## src/rtl/hsv_frame_sequencer.sv

```systemverilog
// Frame sequencer: walks one LED frame of HSV words through an external HSV-to-RGB
// converter and streams the registered RGB out. Optional `HSV_SEQ_FRAME_DONE_EN adds frame_done.

module hsv_frame_sequencer #(
  parameter int unsigned NUM_PIXELS = 60,
  parameter int unsigned IDX_W      = 8
) (
  input  logic             clk,
  input  logic             rst_n,
  input  logic             enable,
  input  logic [15:0]      hue_step,
  input  logic [15:0]      frame_hue_inc,
  input  logic [7:0]       sat,
  input  logic [7:0]       val,
  input  logic [23:0]      frame_gap,
  output logic [31:0]      hsv_out,
  input  logic [23:0]      rgb_in,
  output logic [23:0]      pix_data,
  output logic [IDX_W-1:0] pix_index,
  output logic             pix_last,
  output logic             pix_valid,
  input  logic             pix_ready,
  output logic             busy
`ifdef HSV_SEQ_FRAME_DONE_EN
  ,
  output logic             frame_done
`endif
);

  localparam int unsigned HUE_W = 11;
  localparam int unsigned GAP_W = 24;
  localparam logic [HUE_W-1:0] HUE_MAX  = HUE_W'(1535);
  localparam logic [IDX_W-1:0] LAST_IDX = IDX_W'(NUM_PIXELS - 1);

  typedef enum logic [2:0] {
    S_IDLE = 3'd0,
    S_LOAD = 3'd1,
    S_CONV = 3'd2,
    S_SEND = 3'd3,
    S_GAP  = 3'd4
  } state_t;

  function automatic logic [HUE_W-1:0] clamp_hue(input logic [15:0] x);
    return (x > 16'(HUE_MAX)) ? HUE_MAX : HUE_W'(x);
  endfunction

  // Both operands are below 1536, so a single conditional subtract keeps the result in range.
  function automatic logic [HUE_W-1:0] wrap_add(input logic [HUE_W-1:0] a,
                                                input logic [HUE_W-1:0] b);
    logic [16:0] sum;
    sum = 17'(a) + 17'(b);
    if (sum >= 17'd1536) sum = sum - 17'd1536;
    return HUE_W'(sum);
  endfunction

  state_t             state_q, state_d;
  logic [HUE_W-1:0]   base_hue_q, base_hue_d;
  logic [HUE_W-1:0]   cur_hue_q, cur_hue_d;
  logic [HUE_W-1:0]   step_s_q, step_s_d;
  logic [HUE_W-1:0]   inc_s_q, inc_s_d;
  logic [7:0]         sat_s_q, sat_s_d;
  logic [7:0]         val_s_q, val_s_d;
  logic [GAP_W-1:0]   gap_s_q, gap_s_d;
  logic [GAP_W-1:0]   gap_cnt_q, gap_cnt_d;
  logic [IDX_W-1:0]   idx_q, idx_d;
  logic [31:0]        hsv_q, hsv_d;
  logic [23:0]        pix_data_q, pix_data_d;
  logic [IDX_W-1:0]   pix_index_q, pix_index_d;
  logic               pix_last_q, pix_last_d;
  logic               pix_valid_q, pix_valid_d;
  logic               busy_q, busy_d;
`ifdef HSV_SEQ_FRAME_DONE_EN
  logic               frame_done_q, frame_done_d;
`endif

  logic               last_c;
  logic               handshake_c;
  logic [HUE_W-1:0]   next_hue_c;

  assign last_c      = (idx_q == LAST_IDX);
  assign handshake_c = (state_q == S_SEND) && pix_valid_q && pix_ready;
  assign next_hue_c  = wrap_add(cur_hue_q, step_s_q);

  // State register
  always_ff @(posedge clk) begin
    if (!rst_n) state_q <= S_IDLE;
    else        state_q <= state_d;
  end

  // Next-state logic
  always_comb begin
    state_d = state_q;
    unique case (state_q)
      S_IDLE: if (enable) state_d = S_LOAD;
      S_LOAD: state_d = S_CONV;
      S_CONV: state_d = S_SEND;
      S_SEND: if (handshake_c) state_d = last_c ? S_GAP : S_CONV;
      S_GAP:  if (gap_cnt_q <= GAP_W'(1)) state_d = enable ? S_LOAD : S_IDLE;
      default: state_d = S_IDLE;
    endcase
  end

  // Datapath and output next values
  always_comb begin
    base_hue_d  = base_hue_q;
    cur_hue_d   = cur_hue_q;
    step_s_d    = step_s_q;
    inc_s_d     = inc_s_q;
    sat_s_d     = sat_s_q;
    val_s_d     = val_s_q;
    gap_s_d     = gap_s_q;
    gap_cnt_d   = gap_cnt_q;
    idx_d       = idx_q;
    hsv_d       = hsv_q;
    pix_data_d  = pix_data_q;
    pix_index_d = pix_index_q;
    pix_last_d  = pix_last_q;
    pix_valid_d = pix_valid_q;
`ifdef HSV_SEQ_FRAME_DONE_EN
    frame_done_d = 1'b0;
`endif
    unique case (state_q)
      S_LOAD: begin
        step_s_d  = clamp_hue(hue_step);
        inc_s_d   = clamp_hue(frame_hue_inc);
        sat_s_d   = sat;
        val_s_d   = val;
        gap_s_d   = frame_gap;
        cur_hue_d = base_hue_q;
        idx_d     = '0;
        hsv_d     = {16'(base_hue_q), sat, val};
      end
      S_CONV: begin
        pix_data_d  = rgb_in;
        pix_index_d = idx_q;
        pix_last_d  = last_c;
        pix_valid_d = 1'b1;
      end
      S_SEND: begin
        if (handshake_c) begin
          pix_valid_d = 1'b0;
          pix_last_d  = 1'b0;
          if (last_c) begin
            base_hue_d = wrap_add(base_hue_q, inc_s_q);
            gap_cnt_d  = (gap_s_q == '0) ? GAP_W'(1) : gap_s_q;
`ifdef HSV_SEQ_FRAME_DONE_EN
            frame_done_d = 1'b1;
`endif
          end else begin
            idx_d     = idx_q + IDX_W'(1);
            cur_hue_d = next_hue_c;
            hsv_d     = {16'(next_hue_c), sat_s_q, val_s_q};
          end
        end
      end
      S_GAP: gap_cnt_d = gap_cnt_q - GAP_W'(1);
      default: ;
    endcase
    busy_d = (state_d != S_IDLE);
  end

  // Datapath registers; a pending pixel is discarded on reset
  always_ff @(posedge clk) begin
    if (!rst_n) begin
      base_hue_q  <= '0;
      cur_hue_q   <= '0;
      step_s_q    <= '0;
      inc_s_q     <= '0;
      sat_s_q     <= '0;
      val_s_q     <= '0;
      gap_s_q     <= '0;
      gap_cnt_q   <= '0;
      idx_q       <= '0;
      hsv_q       <= '0;
      pix_data_q  <= '0;
      pix_index_q <= '0;
      pix_last_q  <= 1'b0;
      pix_valid_q <= 1'b0;
      busy_q      <= 1'b0;
`ifdef HSV_SEQ_FRAME_DONE_EN
      frame_done_q <= 1'b0;
`endif
    end else begin
      base_hue_q  <= base_hue_d;
      cur_hue_q   <= cur_hue_d;
      step_s_q    <= step_s_d;
      inc_s_q     <= inc_s_d;
      sat_s_q     <= sat_s_d;
      val_s_q     <= val_s_d;
      gap_s_q     <= gap_s_d;
      gap_cnt_q   <= gap_cnt_d;
      idx_q       <= idx_d;
      hsv_q       <= hsv_d;
      pix_data_q  <= pix_data_d;
      pix_index_q <= pix_index_d;
      pix_last_q  <= pix_last_d;
      pix_valid_q <= pix_valid_d;
      busy_q      <= busy_d;
`ifdef HSV_SEQ_FRAME_DONE_EN
      frame_done_q <= frame_done_d;
`endif
    end
  end

  assign hsv_out   = hsv_q;
  assign pix_data  = pix_data_q;
  assign pix_index = pix_index_q;
  assign pix_last  = pix_last_q;
  assign pix_valid = pix_valid_q;
  assign busy      = busy_q;
`ifdef HSV_SEQ_FRAME_DONE_EN
  assign frame_done = frame_done_q;
`endif

endmodule
```

## config.mk

```make
export PLATFORM = sky130hd
export DESIGN_NAME = hsv_frame_sequencer
export DESIGN_NICKNAME = d
export VERILOG_FILES = /design/src/rtl/hsv_frame_sequencer.sv
export SDC_FILE = /design/constraint.sdc
export NUM_CORES = 1
export LEC_CHECK = 0
export BUFFER_PORTS_ARGS = -buffer_cell sky130_fd_sc_hd__buf_4
export CAP_MARGIN = 20
export CELL_PAD_IN_SITES_DETAIL_PLACEMENT = 1
export CELL_PAD_IN_SITES_GLOBAL_PLACEMENT = 1
export CORE_MARGIN = 4
export CORE_UTILIZATION = 36
export CTS_BUF_LIST = sky130_fd_sc_hd__clkbuf_8 sky130_fd_sc_hd__clkbuf_16
export DETAILED_ROUTE_END_ITERATION = 10
export PLACE_DENSITY = 0.79
export SYNTH_ARGS = -nofsm -noshare
export SYNTH_HDL_FRONTEND = slang
export SYNTH_SLANG_ARGS = --single-unit
```

## constraint.sdc

```tcl
create_clock -name clk -period 2.2 [get_ports clk]
set_input_delay 0.22 -clock clk [delete_from_list [all_inputs] [get_ports clk]]
set_output_delay 0.22 -clock clk [all_outputs]
set_load 0.005 [all_outputs]
```

==> Yosys cells after proc, flatten, opt, wreduce, memory -nomap -nowiden <==
Cells that the tools add are included.
{ "totals": {"regBits": 186, "latchBits": 0, "ramBits": 0, "romBits": 0, "output_inout_bits": 67, "memories": 0} }
{ "op_classes": {"addsub": 6, "n_mul": 0, "n_div": 0, "order_cmp": 5, "eq_ne": 8, "shift": 0, "n_mux": 26, "bitwise_logic": 0, "reduce_logical": 12} }
{ "op_table": {"columns": ["op", "n"], "rows": [
  ["24-bit two-way mux", 3],
  ["11-bit two-way mux", 6],
  ["32-bit two-way mux", 2],
  ["32-bit one-hot mux with 2 select lines", 1],
  ["24-bit one-hot mux with 2 select lines", 1],
  ["16-bit by 11-bit > comparator with 1-bit output (second input constant)", 2],
  ["11-bit by 11-bit adder with 12-bit output", 2],
  ["12-bit by 11-bit >= comparator with 1-bit output (second input constant)", 2],
  ["24-bit by 1-bit less-or-equal comparator with 1-bit output (second input constant)", 1],
  ["24-bit logical NOT", 1],
  ["24-bit by 1-bit subtractor with 24-bit output (second input constant)", 1],
  ["11-bit one-hot mux with 2 select lines", 1],
  ["11-bit subtractor (second input constant)", 2],
  ["8-bit two-way mux", 2],
  ["8-bit one-hot mux with 2 select lines", 1],
  ["3-bit one-hot mux with 5 select lines", 1],
  ["3-bit two-way mux", 4],
  ["3-bit AND reduction", 3],
  ["8-bit by 1-bit adder with 8-bit output (second input constant)", 1],
  ["8-bit by 6-bit equality test with 1-bit output (second input constant)", 1],
  ["3-bit by 2-bit equality test with 1-bit output (second input constant)", 2],
  ["2-bit != test (second input constant)", 3],
  ["2-bit nonzero test", 3],
  ["1-bit one-hot mux with 2 select lines", 2],
  ["other kinds (7)", 9]
]} }

==> Longest topological paths before layout <==
Gate-level depths: netlist of the first run.
{ "depth": {"depth_word": 6, "depth_mapped": 10, "mapped_depth_nobuf": 10} }

==> Worst setup path before layout of the first run <==
OpenSTA, ideal clock, no wires.
{ "synth_path": {"path_kind": "reg2reg", "start": "register cur_hue_q[0]", "end": "register hsv_q[26], in the netlist hsv_out[26]", "setup_ns": 0.091, "arrival_ns": 2.391, "setup_slack_ns": -0.282, "path_stages_with_launch": 11, "period_less_slack_ns": 2.482, "path_cell_list": "dfxtp_1 ha_1 inv_1 fa_1 nand2b_1 a21oi_1 o31a_1 mux2i_1 nand2_1 or3b_2 a311oi_1"} }
{ "synth_via": {"elab_chain_len": 6, "word_cells_on_any_way": 7, "cone_classes": "add/sub (2); order compare (1); mux (4)"} }
{ "synth_lines": {"columns": ["element", "line_no", "source"], "rows": [
  ["start: declaration", "58", "logic [HUE_W-1:0] cur_hue_q, cur_hue_d;"],
  ["start signal: assignment", "185", "cur_hue_q <= cur_hue_d;"],
  ["11-bit by 11-bit adder with 12-bit output *", "51", "sum = 17'(a) + 17'(b);"],
  ["11-bit subtractor / 12-bit by 11-bit >= comparator with 1-bit output (equally long branches)", "52", "if (sum >= 17'd1536) sum = sum - 17'd1536;"],
  ["11-bit two-way mux *", "52", null],
  ["32-bit two-way mux *", "143", "if (last_c) begin"],
  ["32-bit two-way mux *", "140", "if (handshake_c) begin"],
  ["32-bit one-hot mux with 2 select lines *", "122", "unique case (state_q)"],
  ["end signal: assignment", "193", "hsv_q <= hsv_d;"],
  ["end: declaration", "66", "logic [31:0] hsv_q, hsv_d;"]
]} }
Every way passes the cells marked *; elsewhere a longest branch is shown, timed or not. The select of a mux whose other input is x is not followed.
A chain may end at the register's enable or synchronous reset.

==> Worst setup path after layout of the first run <==
{ "layout_path": {"start": "register cur_hue_q[1]", "end": "register cur_hue_q[9]"} }
{ "layout_via": {"elab_chain_len": 6, "word_cells_on_any_way": 7, "cone_classes": "add/sub (2); order compare (1); mux (4)"} }
{ "layout_lines": {"columns": ["element", "line_no"], "rows": [
  ["11-bit by 11-bit adder with 12-bit output *", "51"],
  ["11-bit subtractor / 12-bit by 11-bit >= comparator with 1-bit output (equally long branches)", "52"],
  ["11-bit two-way mux *", "52"],
  ["11-bit two-way mux *", "143"],
  ["11-bit two-way mux *", "140"],
  ["11-bit one-hot mux with 2 select lines *", "122"]
]} }
Marked as above.

==> results of run 1 <==
[where the power goes]
| part | internal [W] | switching (W) |
|---|---|---|
| clock network | 0.00152 | 0.00127 |
| logic | 0.000596 | 0.000648 |
| registers | 0.00327 | 0.000133 |
[sequential cells by signal, summed over array words and instances (netlist names), 10 cells and up]
register and cells:
gap_s_q 24, hsv_out 17, base_hue_q 11, inc_s_q 11, gap_cnt_q 24, step_s_q 11
cur_hue_q 10, pix_data 24
[through the flow]
| stage | instance area [sq um] | power (W) |
|---|---|---|
| floorplan | 7780 | 0.00407 |
| finish | 10500 | 0.00743 |
| CTS | 10300 | 0.00744 |
| global route | 10500 | 0.00776 |
| detailed placement | 9600 | 0.00463 |
| global placement | 9600 | 0.00459 |
[layer usage]
layer	vias up	GRT usage (%)	routed length (um)
li1	3750	-	-
met1	3744	25.5	11000
met2	148	37.0	13400
met3	39	3.55	985
met4	0	6.10	519
met5	-	0	0
[what timing repair did]
item / in CTS / in global routing
gates resized for setup: 17 / 28
setup endpoints to repair: 8 / 43
endpoints found under the hold margin: 0 / 0
setup buffers: 9 / 11
hold buffers: 0 / 0
pin swaps: 14 / 21
[layout by cell type, fill, tap and decap left out, types with 15 or more instances in the layout]
cell type,Yosys,final
a21oi_1,144,136
nor2_1,61,61
o21ai_0,19,15
dfxtp_1,170,162
o221a_2,20,20
ha_1,25,22
nand2_1,220,219
a311oi_1,24,24
buf_4,5,241
nand3_1,24,24
clkbuf_16,0,17
[final timing paths]
path | start | endpoint | slack, ns | depth (start not counted)
max | cur_hue_q[1] | cur_hue_q[9] | -0.24 | 8
max reg2reg | cur_hue_q[1] | cur_hue_q[9] | -0.24 | 8
min reg2reg | sat_s_q[4] | sat_s_q[4] | 0.46 | 2
min | frame_gap[5] | gap_s_q[5] | 0.03 | 3
[layout make-up]
type	instances	area share, %
inverter	10	0.381
timing repair buffer	247	18.2
clock inverter	12	0.727
tap	275	3.28
sequential	170	32.5
antenna	1	0.0238
clock buffer	20	4.45
multi-input combinational	705	40.4
[worst min-delay path: cells and delay by family]
kind / cells / cell delay, ns
buf+inv: 1 / 0.11
simple gates: 1 / 0.05
compound gates: 1 / 0.05
[cell families after synthesis]
| family | Yosys count | share of synthesized area [%] |
|---|---|---|
| AOI/OAI and AO/OA | 265 | 22.0 |
| xor gates and xnor gates | 19 | 2.16 |
| adders and majority gates | 27 | 4.57 |
| buffers and inverters | 78 | 4.06 |
| DFF | 170 | 44.1 |
| muxes | 4 | 0.519 |
| other | 1 | 0.0486 |
| and+or+nand+nor | 385 | 22.5 |
==> results.yml, run 1 <==
synth:
  yosysTopAreaCell: "dfxtp_1"
  leading_post_synthesis_cells_by_instance_count: "nand2_1, dfxtp_1, a21oi_1"
  ys_warn_count: 0
  netlist-cell-type-count: 53
  synth_enable_flop_cells: 0
  yosysMostFrequentCell: "nand2_1"
  post_synth_main_area_contributors: "dfxtp_1, nand2_1, a21oi_1, ha_1, clkbuf_1"
  syn_inst: 949
  yosys_register_bits: 170
  netlist.area_leader.share_pct: 44.1
  synthesis.area_per_instance_sq_um: 8.13
  synth_seq_area_share_pct: 44.1
  postSynth.topFlopCell: "dfxtp_1"
  synth.cell_area_sq_um: 7710
  synth_async_sr_flop_share_pct: 0
run_status:
  violations: "setup timing"
  outcome: "complete, but fails checks"
route:
  antenna_left: 0
  vias: 7681
  drt-pass1-iter-count: 4
  wl_per_cell_um: 18.0
  drc: 0
  route.detailed.vias_per_inst: 5.33
  postRouteWirelength_mm: 25.9
  first_iter_violations: 324
global_route:
  global_route.overflow_total: 0
  initial_antenna_violation_count: 0
  number_of_global_route_vias_before_repair: 8142
  grt_max_degree: 67
  grt_first_pass_wirelength_mm: 40.6
  all_layer_gr_usage_pct: 20.7
critical_path:
  worstPathArrival_ns: 2.78
  timing.critical_path.buf_inv: 1
  worstPathCellList: "ha_4 -> a211oi_4 -> o21ai_2 -> buf_4 -> a31oi_1 -> o21ai_0 -> or3_1 -> a311oi_1"
  critPathMaxStageDelay_ns: 0.41
  biggest_fanout_along_the_worst_timing_path: 4
  end_kind: "flip-flop"
  worstSetupPathType: "reg -> reg"
  timing.critical_path.required_ns: 2.55
  cp_top_family: "compound AO/OA/AOI/OAI gates"
  critical_path.slowest_cell: "or3_1"
  cp-start-kind: "flip-flop"
finish:
  multi_input_area_sq_um: 4240
  final_layout_size_suffix_gt1_share_pct: 30.0
  fin_nets: 1278
  layout.cells.non_filler: 1440
  fin_util_pct: 49.9
  area.growth.synth_to_final_pct: 36.1
  fillCellCount: 2518
  area.sequential_sq_um: 3420
timing:
  finalCriticalPeriod_ns: 2.44
  final.setup.worst_slack_ns: -0.237
  finClkSkew_ns: 0.0179
  setup_repair_after_global_routing_missed_its_margin: "true"
  worst_pin_slew_ns: 0.730
  finalSetupViolCount: 2
  min_period_over_period_pct: 111
  max_freq_mhz: 410
  finalHoldViolCount: 0
  fin_setup_tns_ns: -0.463
  drv_slew: 0
  worst_slew_margin_rel_pct: 51.4
  timing.hold.ws_ns: 0.0253
die:
  coreArea_sq_um: 21000
  floorplan.initialDensity_pct: 36.7
  die-area_sq_um: 23800
  design.portCount: 167
  die_width_um: 154
  row_count: 53
  die_h_um: 154
clock_tree:
  cts_inserted_buffers: 17
  cts_root_buf: "clkbuf_16"
  ctsHtreeMaxLevel: 4
  cts_num_sinks: 170
  tritoncts_clock_tree: "done"
  cts-root-to-sink-buffers: 2
  clock_insertion_delay_worst_skew_ns: 0.44
  clock_pin_slew_on_the_worst_setup_and_hold_paths_ns: 0.07
hold_path:
  hold_path.class: "in -> reg"
power:
  power.static_leakage_nw: 4.33
  power_density_nw_per_um2: 708
  irDropWorstVdd_mv: 0.496
place:
  port-buffer-count: 161
  placedCellCount: 1387
  gp_routability_congestion: 0.867
  place_hpwl_mm: 17.1
  dpl_worst_slack_ns: -0.216
flow_run:
  max-cap-violations: 0
Power figures use the tool's default switching activity.
==> run 2, diff against run 1 <==
--- a/config.mk
+++ b/config.mk
@@ -10,10 +10,10 @@
 export CELL_PAD_IN_SITES_DETAIL_PLACEMENT = 1
 export CELL_PAD_IN_SITES_GLOBAL_PLACEMENT = 1
 export CORE_MARGIN = 4
-export CORE_UTILIZATION = 36
+export CORE_UTILIZATION = 40
 export CTS_BUF_LIST = sky130_fd_sc_hd__clkbuf_8 sky130_fd_sc_hd__clkbuf_16
 export DETAILED_ROUTE_END_ITERATION = 10
-export PLACE_DENSITY = 0.79
+export PLACE_DENSITY = 0.83
 export SYNTH_ARGS = -nofsm -noshare
 export SYNTH_HDL_FRONTEND = slang
 export SYNTH_SLANG_ARGS = --single-unit
==> constraint.sdc (replaced) <==
create_clock -name clk -period 2.7 [get_ports clk]
set_input_delay 0.27 -clock clk [delete_from_list [all_inputs] [get_ports clk]]
set_output_delay 0.27 -clock clk [all_outputs]
set_load 0.005 [all_outputs]
==> run 2 against run 1 <==
The flow now finishes without violations. Cell area down 6.9%. Via count down 4.5%. Sequential power down 19%. Maximum frequency down 5.9%. Sequential share of layout area up 2.3 points. Clock skew down 0.0084 ns. Worst setup slack better by 0.35 ns. Power down 19%. Core utilization up 2.0 points. Clock power down 15%. Global-route usage up 0.85 points. Register-to-register slack better by 0.35 ns. Critical path type unchanged. Largest cell class unchanged.
==> results.yml, run 2 (same netlist as run 1, synthesis figures left out) <==
run_status:
  outcome: "completed"
route:
  drt-pass1-iter-count: 4
  vias: 7334
  drc: 0
  antenna_left: 0
  route.detailed.vias_per_inst: 5.41
  first_iter_violations: 344
  wl_per_cell_um: 17.3
  postRouteWirelength_mm: 23.4
die:
  die_h_um: 147
  coreArea_sq_um: 18800
  row_count: 50
  die-area_sq_um: 21600
  floorplan.initialDensity_pct: 41.0
  die_width_um: 147
  design.portCount: 167
timing:
  finalHoldViolCount: 0
  worst_slew_margin_rel_pct: 50.9
  timing.hold.ws_ns: 0.0796
  worst_pin_slew_ns: 0.736
  finalCriticalPeriod_ns: 2.59
  max_freq_mhz: 386
  finalSetupViolCount: 0
  min_period_over_period_pct: 95.9
  drv_slew: 0
  fin_setup_tns_ns: 0
  finClkSkew_ns: 0.00950
critical_path:
  biggest_fanout_along_the_worst_timing_path: 4
  worstPathArrival_ns: 2.93
  cp-start-kind: "flip-flop"
  regToRegStartpoint: "cur_hue_q[1]"
  worstPathCellList: "ha_1 -> a211oi_2 -> o21ai_1 -> a311o_1 -> a21oi_1 -> xor2_1 -> or3b_2 -> a311oi_2"
  worstSetupPathType: "reg -> reg"
  end_kind: "flip-flop"
  rrSetupSlack_ns: 0.11
  timing.critical_path.required_ns: 3.04
  setup.worst_path.start: "cur_hue_q[1]"
  critical_path.slowest_cell: "or3b_2"
  critPathMaxStageDelay_ns: 0.49
finish:
  mostFrequentLayoutCells: "nand2_1, buf_4, dfxtp_1"
  area.growth.synth_to_final_pct: 26.8
  final_layout_size_suffix_gt1_share_pct: 22.6
  finish.instance_area_sq_um: 9780
  num_antenna_cells: 0
  layout.cells.non_filler: 1355
  fillCellCount: 2280
  final_common_cell: "nand2_1"
  fin_nets: 1209
place:
  placedCellCount: 1323
  port-buffer-count: 161
  gp_routability_congestion: 0.829
  place_hpwl_mm: 15.7
  placedInstanceArea_sq_um: 9160
power:
  total_power_w: 0.00602
  irDropWorstVdd_mv: 0.489
  power.static_leakage_nw: 3.96
  power_density_nw_per_um2: 616
global_route:
  global_route.overflow_total: 0
  number_of_global_route_vias_before_repair: 7554
  grt_max_degree: 71
  all_layer_gr_usage_pct: 21.6
  grt_first_pass_wirelength_mm: 38.5
  initial_antenna_violation_count: 0
hold_path:
  hold_path.class: "in -> reg"
  worst_hold_startpoint: "rgb_in[11]"
clock_tree:
  cts_root_buf: "clkbuf_16"
  cts-root-to-sink-buffers: 2
  cts_inserted_buffers: 17
  post-cts-setup-buffers: 0
  cts_num_sinks: 170
  clock_insertion_delay_worst_skew_ns: 0.43
  tritoncts_clock_tree: "done"
  ctsHtreeMaxLevel: 4
  clock_pin_slew_on_the_worst_setup_and_hold_paths_ns: 0.07
flow_run:
  max-cap-violations: 0
[run 2: cell type report]
| type | instances | area (sq um) | area share [%] |
|---|---|---|---|
| flip-flops and latches | 170 | 3400 | 34.8 |
| clock buffers | 18 | 439 | 4.49 |
| repair buffers | 178 | 1370 | 14.0 |
| multi-input cells | 705 | 4070 | 41.6 |
| inverters | 10 | 40.0 | 0.409 |
| clock inverters | 14 | 125 | 1.28 |
| well taps | 260 | 325 | 3.33 |
[run 2: routing by layer]
metal	vias up	GRT usage [%]	share of wire, %
li1	3630	-	-
met4	0	5.50	1.3
met5	-	0	0
met3	24	4.13	3.7
met2	126	38.0	51
met1	3554	27.1	44
[run 2: path summary, 6_finish.rpt]
path / end / cells past startpoint
worst min-delay path: pix_data[11] / 3
worst max-delay path: hsv_out[26] / 8
worst min register to register: val_s_q[4] / 2
worst max register to register: hsv_out[26] / 8
[run 2: worst max-delay path: cells and delay by family (launching register included)]
family | cells | cell delay, ns
AND/OR/NAND/NOR | 1 | 0.49
AO/OA/AOI/OAI | 5 | 1.18
flip-flops | 1 | 0.35
adder cells (fa/ha/maj) | 1 | 0.34
XOR/XNOR | 1 | 0.13
[run 2: through the flow]
| step | worst slack [ns] | utilization [%] |
|---|---|---|
| 2_1_floorplan | 0.218 | - |
| 3_3_place_gp | 0.142 | 48.7 |
| 3_5_place_dp | 0.0260 | 48.7 |
| 4_1_cts | 0.0115 | 51.7 |
| 5_1_grt | -0.00549 | 51.9 |
| 6_report | 0.110 | 51.9 |
[run 2: power breakdown]
part / switching [W] / total, W / internal (W)
clock network: 0.00106 / 0.00236 / 0.00129
logic: 0.000479 / 0.000891 / 0.000412
registers: 0.000111 / 0.00277 / 0.00266
total: 0.00165 / 0.00602 / 0.00437
[run 2: what timing repair did]
| item | in CTS | in global routing |
|---|---|---|
| hold buffers | 0 | 0 |
| gates resized for setup | 3 | 8 |
| setup endpoints to repair | 1 | 3 |
| pin swaps | 2 | 2 |
==> run 3, diff against run 2 <==
==> config.mk (replaced) <==
export PLATFORM = sky130hd
export DESIGN_NAME = hsv_frame_sequencer
export DESIGN_NICKNAME = d
export VERILOG_FILES = /design/src/rtl/hsv_frame_sequencer.sv
export SDC_FILE = /design/constraint.sdc
export NUM_CORES = 1
export LEC_CHECK = 0
export CAP_MARGIN = 20
export CELL_PAD_IN_SITES_DETAIL_PLACEMENT = 1
export CELL_PAD_IN_SITES_GLOBAL_PLACEMENT = 1
export CORE_MARGIN = 4
export CORE_UTILIZATION = 46
export CTS_BUF_LIST = sky130_fd_sc_hd__clkbuf_8 sky130_fd_sc_hd__clkbuf_16
export DETAILED_ROUTE_END_ITERATION = 10
export DONT_BUFFER_PORTS = 1
export PLACE_DENSITY = 0.82
export SYNTH_ARGS = -nofsm -noshare
export SYNTH_HDL_FRONTEND = slang
export SYNTH_SLANG_ARGS = --single-unit
==> run 3 against run 2 <==
Non-clock buffer count decreased by 80. Clock skew increased by 0.0011 ns. Combinational power decreased by 13%. Register-to-register slack about the same. Maximum frequency decreased by 0.41%. Largest power group unchanged. Largest cell class unchanged. Cell area decreased by 4.5%. Worst hold slack got worse by 0.067 ns.
==> results.yml, run 3 (same netlist as run 1, synthesis figures left out) <==
run_status:
  outcome: "completed"
route:
  postRouteWirelength_mm: 24.1
  route.detailed.vias_per_inst: 5.84
  drc: 0
  first_iter_violations: 416
  vias: 7226
  drt-pass1-iter-count: 5
  antenna_left: 0
  wl_per_cell_um: 19.5
clock_tree:
  cts_inserted_buffers: 17
  clock_insertion_delay_worst_skew_ns: 0.44
  cts-root-to-sink-buffers: 2
  ctsHtreeMaxLevel: 4
  tritoncts_clock_tree: "done"
  cts_num_sinks: 170
  cts_root_buf: "clkbuf_16"
  clock_pin_slew_on_the_worst_setup_and_hold_paths_ns: 0.07
finish:
  final_common_cell: "nand2_1"
  mostFrequentLayoutCells: "nand2_1, dfxtp_1, a21oi_1"
  final_layout_size_suffix_gt1_share_pct: 9.36
  finish.instance_area_sq_um: 9340
  area.growth.synth_to_final_pct: 21.1
  fin_nets: 1129
  fillCellCount: 1975
timing:
  timing.hold.ws_ns: 0.0129
  worst_pin_slew_ns: 0.714
  finalCriticalPeriod_ns: 2.60
  drv_slew: 0
  finalHoldViolCount: 0
  min_period_over_period_pct: 96.3
  final.setup.worst_slack_ns: 0.0990
  finClkSkew_ns: 0.0106
  worst_slew_margin_rel_pct: 52.4
  max_freq_mhz: 384
  finalSetupViolCount: 0
die:
  die_h_um: 137
  floorplan.initialDensity_pct: 46.7
  coreArea_sq_um: 16500
  die_width_um: 137
  row_count: 47
  die-area_sq_um: 18900
  design.portCount: 167
global_route:
  grt_first_pass_wirelength_mm: 37.3
  global_route.overflow_total: 0
  number_of_global_route_vias_before_repair: 7438
  grt_max_degree: 63
  all_layer_gr_usage_pct: 24.9
  initial_antenna_violation_count: 2
critical_path:
  worstSetupPathType: "reg -> reg"
  cp-start-kind: "flip-flop"
  worstPathArrival_ns: 2.95
  end_kind: "flip-flop"
  timing.critical_path.required_ns: 3.04
  biggest_fanout_along_the_worst_timing_path: 3
power:
  power.static_leakage_nw: 3.51
  power_density_nw_per_um2: 657
  irDropWorstVdd_mv: 0.461
hold_path:
  hold_path.class: "in -> reg"
place:
  place_hpwl_mm: 14.8
  dpl_worst_slack_ns: -0.0656
  port-buffer-count: 0
  placedInstanceArea_sq_um: 7910
  gp_routability_congestion: 0.826
flow_run:
  max-cap-violations: 0
-- run 3: path summary, 6_finish.rpt --
| path | from | end | slack, ns | cells after the start |
|---|---|---|---|---|
| setup / recovery | step_s_q[0] | hsv_out[26] | 0.1 | 10 |
| hold / removal | val[2] | hsv_out[2] | 0.01 | 2 |
| setup reg to reg | step_s_q[0] | hsv_out[26] | 0.1 | 10 |
| hold reg to reg | val_s_q[7] | val_s_q[7] | 0.46 | 2 |
-- run 3: final cells by class --
class                   count  area [sq um]  area share [%]
diodes                      2          5.00          0.0536
clock buffers              17           425            4.56
multi-input cells         705          4050            43.4
clock inverters            15           185            1.98
flip-flops and latches    170          3400            36.5
repair buffers             98           948            10.2
inverters                  10          40.0           0.429
well taps                 220           275            2.95
-- run 3: report_power, final --
part	leakage (nW)	internal, W	switching (W)
Combinational	1.84	0.000322	0.000456
Clock	0.284	0.00147	0.00109
Sequential	1.39	0.00266	0.000136
-- run 3: critical path, cell delays in order, from the launching register on --
cell,delay [ns]
dfxtp_1,0.34
ha_2,0.22
inv_1,0.07
fa_1,0.38
nand2b_4,0.17
a21oi_2,0.17
o31a_1,0.19
mux2i_1,0.18
nand2_1,0.09
or3b_2,0.47
a311oi_2,0.24
-- run 3: layer usage --
layer	vias to the layer above	part of all wire [%]	global-route usage, %
li1	3468	-	-
met1	3530	42	29.6
met2	180	50	43.2
met3	48	5.2	5.48
met4	0	2.8	10.2
met5	-	0	0
-- run 3: stage by stage --
stage	total power, W	setup TNS (ns)	utilization [%]	cells
after floorplan	0.00330	0	-	953
after global placement	0.00346	0	47.9	1126
after detailed placement	0.00349	-0.0656	47.9	1126
after CTS	0.00614	0	56.3	1234
after global routing	0.00637	-0.00172	56.5	1237
final	0.00613	0	56.5	1237
-- run 3: timing repair --
| item | CTS | global route |
|---|---|---|
| endpoints found under the hold margin | 105 | 0 |
| hold buffers | 76 | 0 |
| setup endpoints to repair | 1 | 2 |
| pin swaps | 0 | 1 |
| buffers inserted | 0 | 1 |
| gates resized for setup | 2 | 7 |
